File: src/rtl/seq_divider.sv
// Restoring shift-subtract divider, one quotient bit per clock.
// Start/busy/done handshake; divide-by-zero flagged on dz.
module seq_divider #(
    parameter int DW = 7,
    parameter int VW = 3
) (
    input  logic          clk,
    input  logic          rst,
    input  logic          start,
    input  logic [DW-1:0] dividend,
    input  logic [VW-1:0] divisor,
    output logic [DW-1:0] quo,
    output logic [VW-1:0] rem,
    output logic          busy,
    output logic          done,
    output logic          dz
);

    localparam int CW = $clog2(DW + 1);

    typedef enum logic [1:0] {
        IDLE,
        RUN,
        DONE
    } state_t;

    state_t        r_state;
    logic [DW-1:0] r_d;
    logic [VW-1:0] r_v;
    logic [VW:0]   r_p;
    logic [DW-2:0] r_q;
    logic [CW-1:0] r_cnt;
    logic [DW-1:0] r_quo;
    logic [VW-1:0] r_rem;
    logic          r_busy;
    logic          r_done;
    logic          r_dz;

    logic [VW+1:0] w_t;
    logic [VW+1:0] w_diff;
    logic          w_ge;
    logic [VW:0]   w_pn;
    logic [DW-1:0] w_qn;
    logic          w_last;

    // Borrow out of the trial subtract decides the quotient bit.
    assign w_t    = {r_p, r_d[DW-1]};
    assign w_diff = w_t - {2'b00, r_v};
    assign w_ge   = ~w_diff[VW+1];
    assign w_pn   = w_ge ? w_diff[VW:0] : w_t[VW:0];
    assign w_qn   = {r_q, w_ge};
    assign w_last = (r_cnt == CW'(DW - 1));

    always_ff @(posedge clk or posedge rst) begin
        if (rst) begin
            r_state <= IDLE;
            r_d     <= '0;
            r_v     <= '0;
            r_p     <= '0;
            r_q     <= '0;
            r_cnt   <= '0;
            r_quo   <= '0;
            r_rem   <= '0;
            r_busy  <= 1'b0;
            r_done  <= 1'b0;
            r_dz    <= 1'b0;
        end else begin
            unique case (r_state)
                IDLE, DONE: begin
                    r_done <= 1'b0;
                    if (start) begin
                        r_d     <= dividend;
                        r_v     <= divisor;
                        r_p     <= '0;
                        r_q     <= '0;
                        r_cnt   <= '0;
                        r_busy  <= 1'b1;
                        r_state <= RUN;
                    end else begin
                        r_busy  <= 1'b0;
                        r_state <= IDLE;
                    end
                end
                RUN: begin
                    if (r_v == '0) begin
                        r_quo   <= '1;
                        r_rem   <= '0;
                        r_dz    <= 1'b1;
                        r_done  <= 1'b1;
                        r_busy  <= 1'b0;
                        r_state <= DONE;
                    end else begin
                        r_p   <= w_pn;
                        r_q   <= w_qn[DW-2:0];
                        r_d   <= {r_d[DW-2:0], 1'b0};
                        r_cnt <= r_cnt + CW'(1);
                        if (w_last) begin
                            r_quo   <= w_qn;
                            r_rem   <= w_pn[VW-1:0];
                            r_dz    <= 1'b0;
                            r_done  <= 1'b1;
                            r_busy  <= 1'b0;
                            r_state <= DONE;
                        end
                    end
                end
                default: r_state <= IDLE;
            endcase
        end
    end

    assign quo  = r_quo;
    assign rem  = r_rem;
    assign busy = r_busy;
    assign done = r_done;
    assign dz   = r_dz;

endmodule

File: config.mk
export PLATFORM = sky130hd
export DESIGN_NAME = seq_divider
export DESIGN_NICKNAME = d
export VERILOG_FILES = /design/src/rtl/seq_divider.sv
export SDC_FILE = /design/constraint.sdc
export NUM_CORES = 1
export LEC_CHECK = 0
export ABC_AREA = 1
export CAP_MARGIN = 40
export CORE_MARGIN = 2
export CORE_UTILIZATION = 23
export DETAILED_ROUTE_END_ITERATION = 16
export PLACE_DENSITY = 0.38
export SETUP_SLACK_MARGIN = 0.15
export SLEW_MARGIN = 20
export SYNTH_ARGS = -nofsm -noshare
export SYNTH_HDL_FRONTEND = slang
export SYNTH_SLANG_ARGS = --single-unit
File: constraint.sdc
create_clock -name clk -period 5.2 [get_ports clk]
set_input_delay 1.04 -clock clk [delete_from_list [all_inputs] [get_ports clk]]
set_output_delay 1.04 -clock clk [all_outputs]
set_load 0.01 [all_outputs]
## Word-level counts from Yosys, hierarchy flattened

Index checks and enable logic that the tools add are counted.

- Add/subtract/negate cells: 2
- Mux-type cells: 29
- Reductions and logical operators: 9
- Bitwise logic cells: 1
- Equal/unequal tests: 6

Operator list:

| cell | number |
|---|---|
| 7-bit two-way mux | 4 |
| 7-bit case mux with 2 select lines | 1 |
| 3-bit two-way mux | 4 |
| 4-bit two-way mux | 3 |
| 6-bit two-way mux | 2 |
| 6-bit case mux with 2 select lines | 1 |
| 4-bit case mux with 2 select lines | 1 |
| 1-bit two-way mux | 7 |
| 3-bit case mux with 2 select lines | 1 |
| 2-bit AND reduction | 3 |
| 5-bit by 3-bit subtractor with 5-bit output | 1 |
| 2-bit two-way mux | 2 |
| 2-bit != test (second input constant) | 2 |
| 1-bit case mux with 2 select lines | 2 |
| 2-bit case mux with 2 select lines | 1 |
| 2-bit nonzero test | 2 |
| 3-bit by 1-bit adder with 3-bit output (second input constant) | 1 |
| 3-bit equality test (second input constant) | 1 |
| 3-bit logical NOT | 1 |
| 3-bit != test (second input constant) | 1 |
| 3-bit AND reduction | 1 |
| 2-bit by 1-bit equality test with 1-bit output (second input constant) | 1 |
| 2-bit equality test (second input constant) | 1 |
| 2-bit logical NOT | 1 |
| other kinds (2) | 2 |

- Flip-flop bits (word level): 38
- Input port bits: 13
- Word-level logic and storage cells: 58

## Longest topological paths before layout

- Word-level depth: 4
- Gate-level depth with buffers: 12

## Worst setup path before layout

No wires, ideal clock.

- Path kind: input port to flip-flop
- Start point: input port start
- End point: register r_d[1]
- Arrival time: 1.571 ns
- Path slack: 3.499 ns
- Stages: 5
- Required time: 5.070 ns
- Cells stage by stage: nand2_1 nand2_2 buf_6 o211ai_1 o21ai_0

- Longest elaborated chain between the ends: 2

Ends and longest elaborated chain:

| element | line | source |
|---|---|---|
| from (decl) | 9 | `input logic start,` |
| 2-bit != test (no source line) | -- |  |
| 3-bit AND reduction (no source line) | -- |  |
| to (signal assigned) | 72 | `r_d <= dividend;` |
| to (signal assigned) | 95 | `r_d <= {r_d[DW-2:0], 1'b0};` |
| to (decl) | 28 | `logic [DW-1:0] r_d;` |

Every way passes these cells.
A chain may end at the register's enable or synchronous reset.

## Final worst setup path

- Start point: input port start
- End point: register r_q[0]

- Longest elaborated chain between the ends: 2

Ends and longest elaborated chain:

| element | line | source |
|---|---|---|
| 2-bit != test (no source line) | -- |  |
| 3-bit AND reduction (no source line) | -- |  |
| to (signal assigned) | 94 | `r_q <= w_qn[DW-2:0];` |
| to (decl) | 31 | `logic [DW-2:0] r_q;` |

Every way passes these cells.

==> results.md <==
- Status: finished, final reports clean
- R2R Setup Slk: 3.27 ns
- RSZ-0062 raised after global routing: no
- DR DRC count: 0
- Final ANT Viol Nets: 0
- Rows: 32
- Core Area: between 7000 and 8000 sq um
- DP HPWL: roughly 2.8 mm
- Fin Clk Skew: 0.007354 ns
- Die ar.: 8535 sq um
- Hold buffer count at CTS: 0
- Nets@finish: approximately 260
- Max Cap Viol: 0
- Mapped Cells: 208
- Crit share post-route: 0.4401
- HP Start: quo[3]$_DFFE_PP0P_
- PD cells: around 630 nW/um^2
- Synth Warn #: 0
- H-Tree Level Count: 2
- # IOs: 26
- Largest delay share family, worst path: buffers and inverters
- Vias per cell: 4.121
- Slowest-stage cell, CP: clkdlybuf4s50_1
- Post-synthesis register bit count: 38
- Slew @ Worst Pin: about 0.49 ns
- CP Data Required Time: 5.37 ns
- Tot GR Track Use: 0.1018
- Clk buf depth: 2
- Iter 0 DRT Violations: 140
- Post-CTS sizing: 0
- Routed WL: 3.893 mm
- Post-Synthesis Cell Area: 1797 sq um
- Fin crit period: 2.288 ns
- Most frequent cells in the layout: nand2_1 (73), dfrtp_1 (38), clkdlybuf4s50_1 (25), inv_1 (22), o21ai_0 (17)
- Final hold viol count: 0
- Global-route wire length before repair: 6.810 mm
- Worst endpoint data arrival time: 2.45 ns
- Setup TNS: 0 ns
- Grt ovf: 0
- Critical Path Source Type: input pin
- Slew Limit Fails: 0
- Root buf cell: clkbuf_8
- Port Buffers: 25
- Reg2reg start: r_v[0]$_DFFE_PP0N_
- Slew margin rel.: 0.6741
- Worst setup EP type: flop
- Syn avg cell area: 8.638 sq um
- IR drop worst, VDD: roughly 0.18 mV
- Placer Congestion: ~0.7
- CP cell instances: clkdlybuf4s50_1 -> nand2_1 -> nand2_2 -> inv_1 -> nand2_1 -> o21ai_0
- CP Class: input pin to flop
- Post-CTS Repair Setup Buffers: 0
- Mapped Nets: approximately 230
- Initial antenna violation count: 0
- Area delta synth->final: 23.47%
- Via count: 1393
- Dpl cells: 331
- Crit. Startpoint: start
- CTS tree: built
- Starting Density: 0.2349
- Largest net degree at the start of global routing: 39
- Worst hold-check slack: about 0.47 ns
- ANT cells: 0
- Leak pwr: 0.001096 uW
- Crit path max fanout: 24
- Slowest Stage Delay on Critical Path: 0.47 ns
- Worst Hold Class: flop to flop
- First-pass DRT Iterations: 6
- Setup violators final: 0
- Wire length per cell: around 12 microns
- Reg clk slew, reported paths: 0.08 ns
- Crit path buf inv count: 2
- Share of layout cells above drive strength 1: 0.07627
- Vias in the first global route: 1408
- Die Y: 92.39 microns
- Commonest non-fill, non-tap cell in the layout: nand2_1
- Clk_lat worst skew: 0.28 ns
- CP dominant cell by count: nand2_1
- Die outline width: 92.39 microns
- Non-Filler Instances: 338
- CTS Buf Count: 5
- Sequential fraction of the synthesis area: 0.5292
- CTS sink cnt: 38
- Achievable frequency: between 400 and 500 MHz
- Unique masters post-synth: 22
## layout make-up
type / instances / area, sq um
well taps: 102 / 127.6
inverters: 26 / 97.59
clock buffers: 5 / 68.82
repair buffers: 26 / 257.7
clock inverters: 2 / 10.01
flip-flops and latches: 38 / 950.9
multi-input cells: 139 / 705.7
fillers: 834 / 5429
## state kept, by name, indices dropped and copies added (netlist names)
register and flops:
r_cnt 3, r_d 7, done 1, r_state 2, rem 3, busy 1
quo 7, dz 1, r_p 4, r_q 6, r_v 3
## cells by family after synthesis
logic type | share of synthesized area
AO/OA/AOI/OAI | 0.1100
XOR/XNOR | 0.004876
AND/OR/NAND/NOR | 0.2319
buffers and inverters | 0.07799
flip-flops | 0.5292
adder cells (fa/ha/maj) | 0.04596
## stage by stage
step           total power (uW)  worst slack, ns  utilization  instance area [sq um]
2_1_floorplan              1036            3.299            -                   1797
3_3_place_gp               1242            2.604       0.2798                   2140
3_5_place_dp               1242            2.574       0.2798                   2140
4_1_cts                    1441            2.890       0.2901                   2218
5_1_grt                    1580            2.692       0.2901                   2218
6_report                   1408            2.912       0.2901                   2218
## Yosys cell counts
master    instances  share of area
nand2_1          73           0.15
ha_1              5          0.035
nand2_2           3          0.010
dfrtp_1          38           0.53
o21ai_1           4          0.011
o21ai_2           1         0.0049
fa_1              1          0.011
buf_6             3          0.019
o21ai_0          17          0.047
buf_1             1         0.0021
o211ai_1          6          0.025
inv_2             4         0.0084
a21oi_4           1         0.0091
nand3_1          13          0.036
inv_1            22          0.046
nor2_1            7          0.015
a31oi_1           2         0.0070
xnor2_1           1         0.0049
a21oi_1           2         0.0056
nor2_8            1          0.011
nand4_1           2         0.0070
buf_2             1         0.0028
## worst reg2reg max path: stages, from the launching register on
cell     delay (ns)
dfrtp_1        0.41
ha_1           0.22
fa_1           0.41
inv_1          0.07
nand2_1        0.08
nand2_1        0.09
nand2_1        0.06
nand2_1        0.19
nand2_1        0.11
nand3_1        0.09
o21ai_0        0.08
## path summary, 6_finish.rpt
path | to | depth (start not counted)
setup / recovery | r_q[0]$_DFFE_PP0P_ | 6
hold / removal | quo[3]$_DFFE_PP0P_ | 2
setup reg to reg | r_p[0]$_DFFE_PP0P_ | 10
hold reg to reg | quo[3]$_DFFE_PP0P_ | 2
max in group asynchronous | quo[6]$_DFFE_PP0P_ | 3
min in group asynchronous | quo[4]$_DFFE_PP0P_ | 3
## where the power goes
group          switching, uW  leakage [uW]  internal [uW]
combinational            455      0.000567            266
clock                   99.9     0.0000438           90.0
sequential              73.3      0.000485            424
total                    629       0.00110            780
## layer usage
metal | vias up | routed length, microns | part of all wire | track usage
met3 | 5 | 139 | 0.036 | 0.02441
met5 | - | 0 | 0 | 0
li1 | 724 | - | - | -
met2 | 26 | 1760 | 0.45 | 0.1636
met1 | 638 | 1952 | 0.50 | 0.1362
met4 | 0 | 40 | 0.010 | 0.02985
Power figures use the tool's default switching activity.
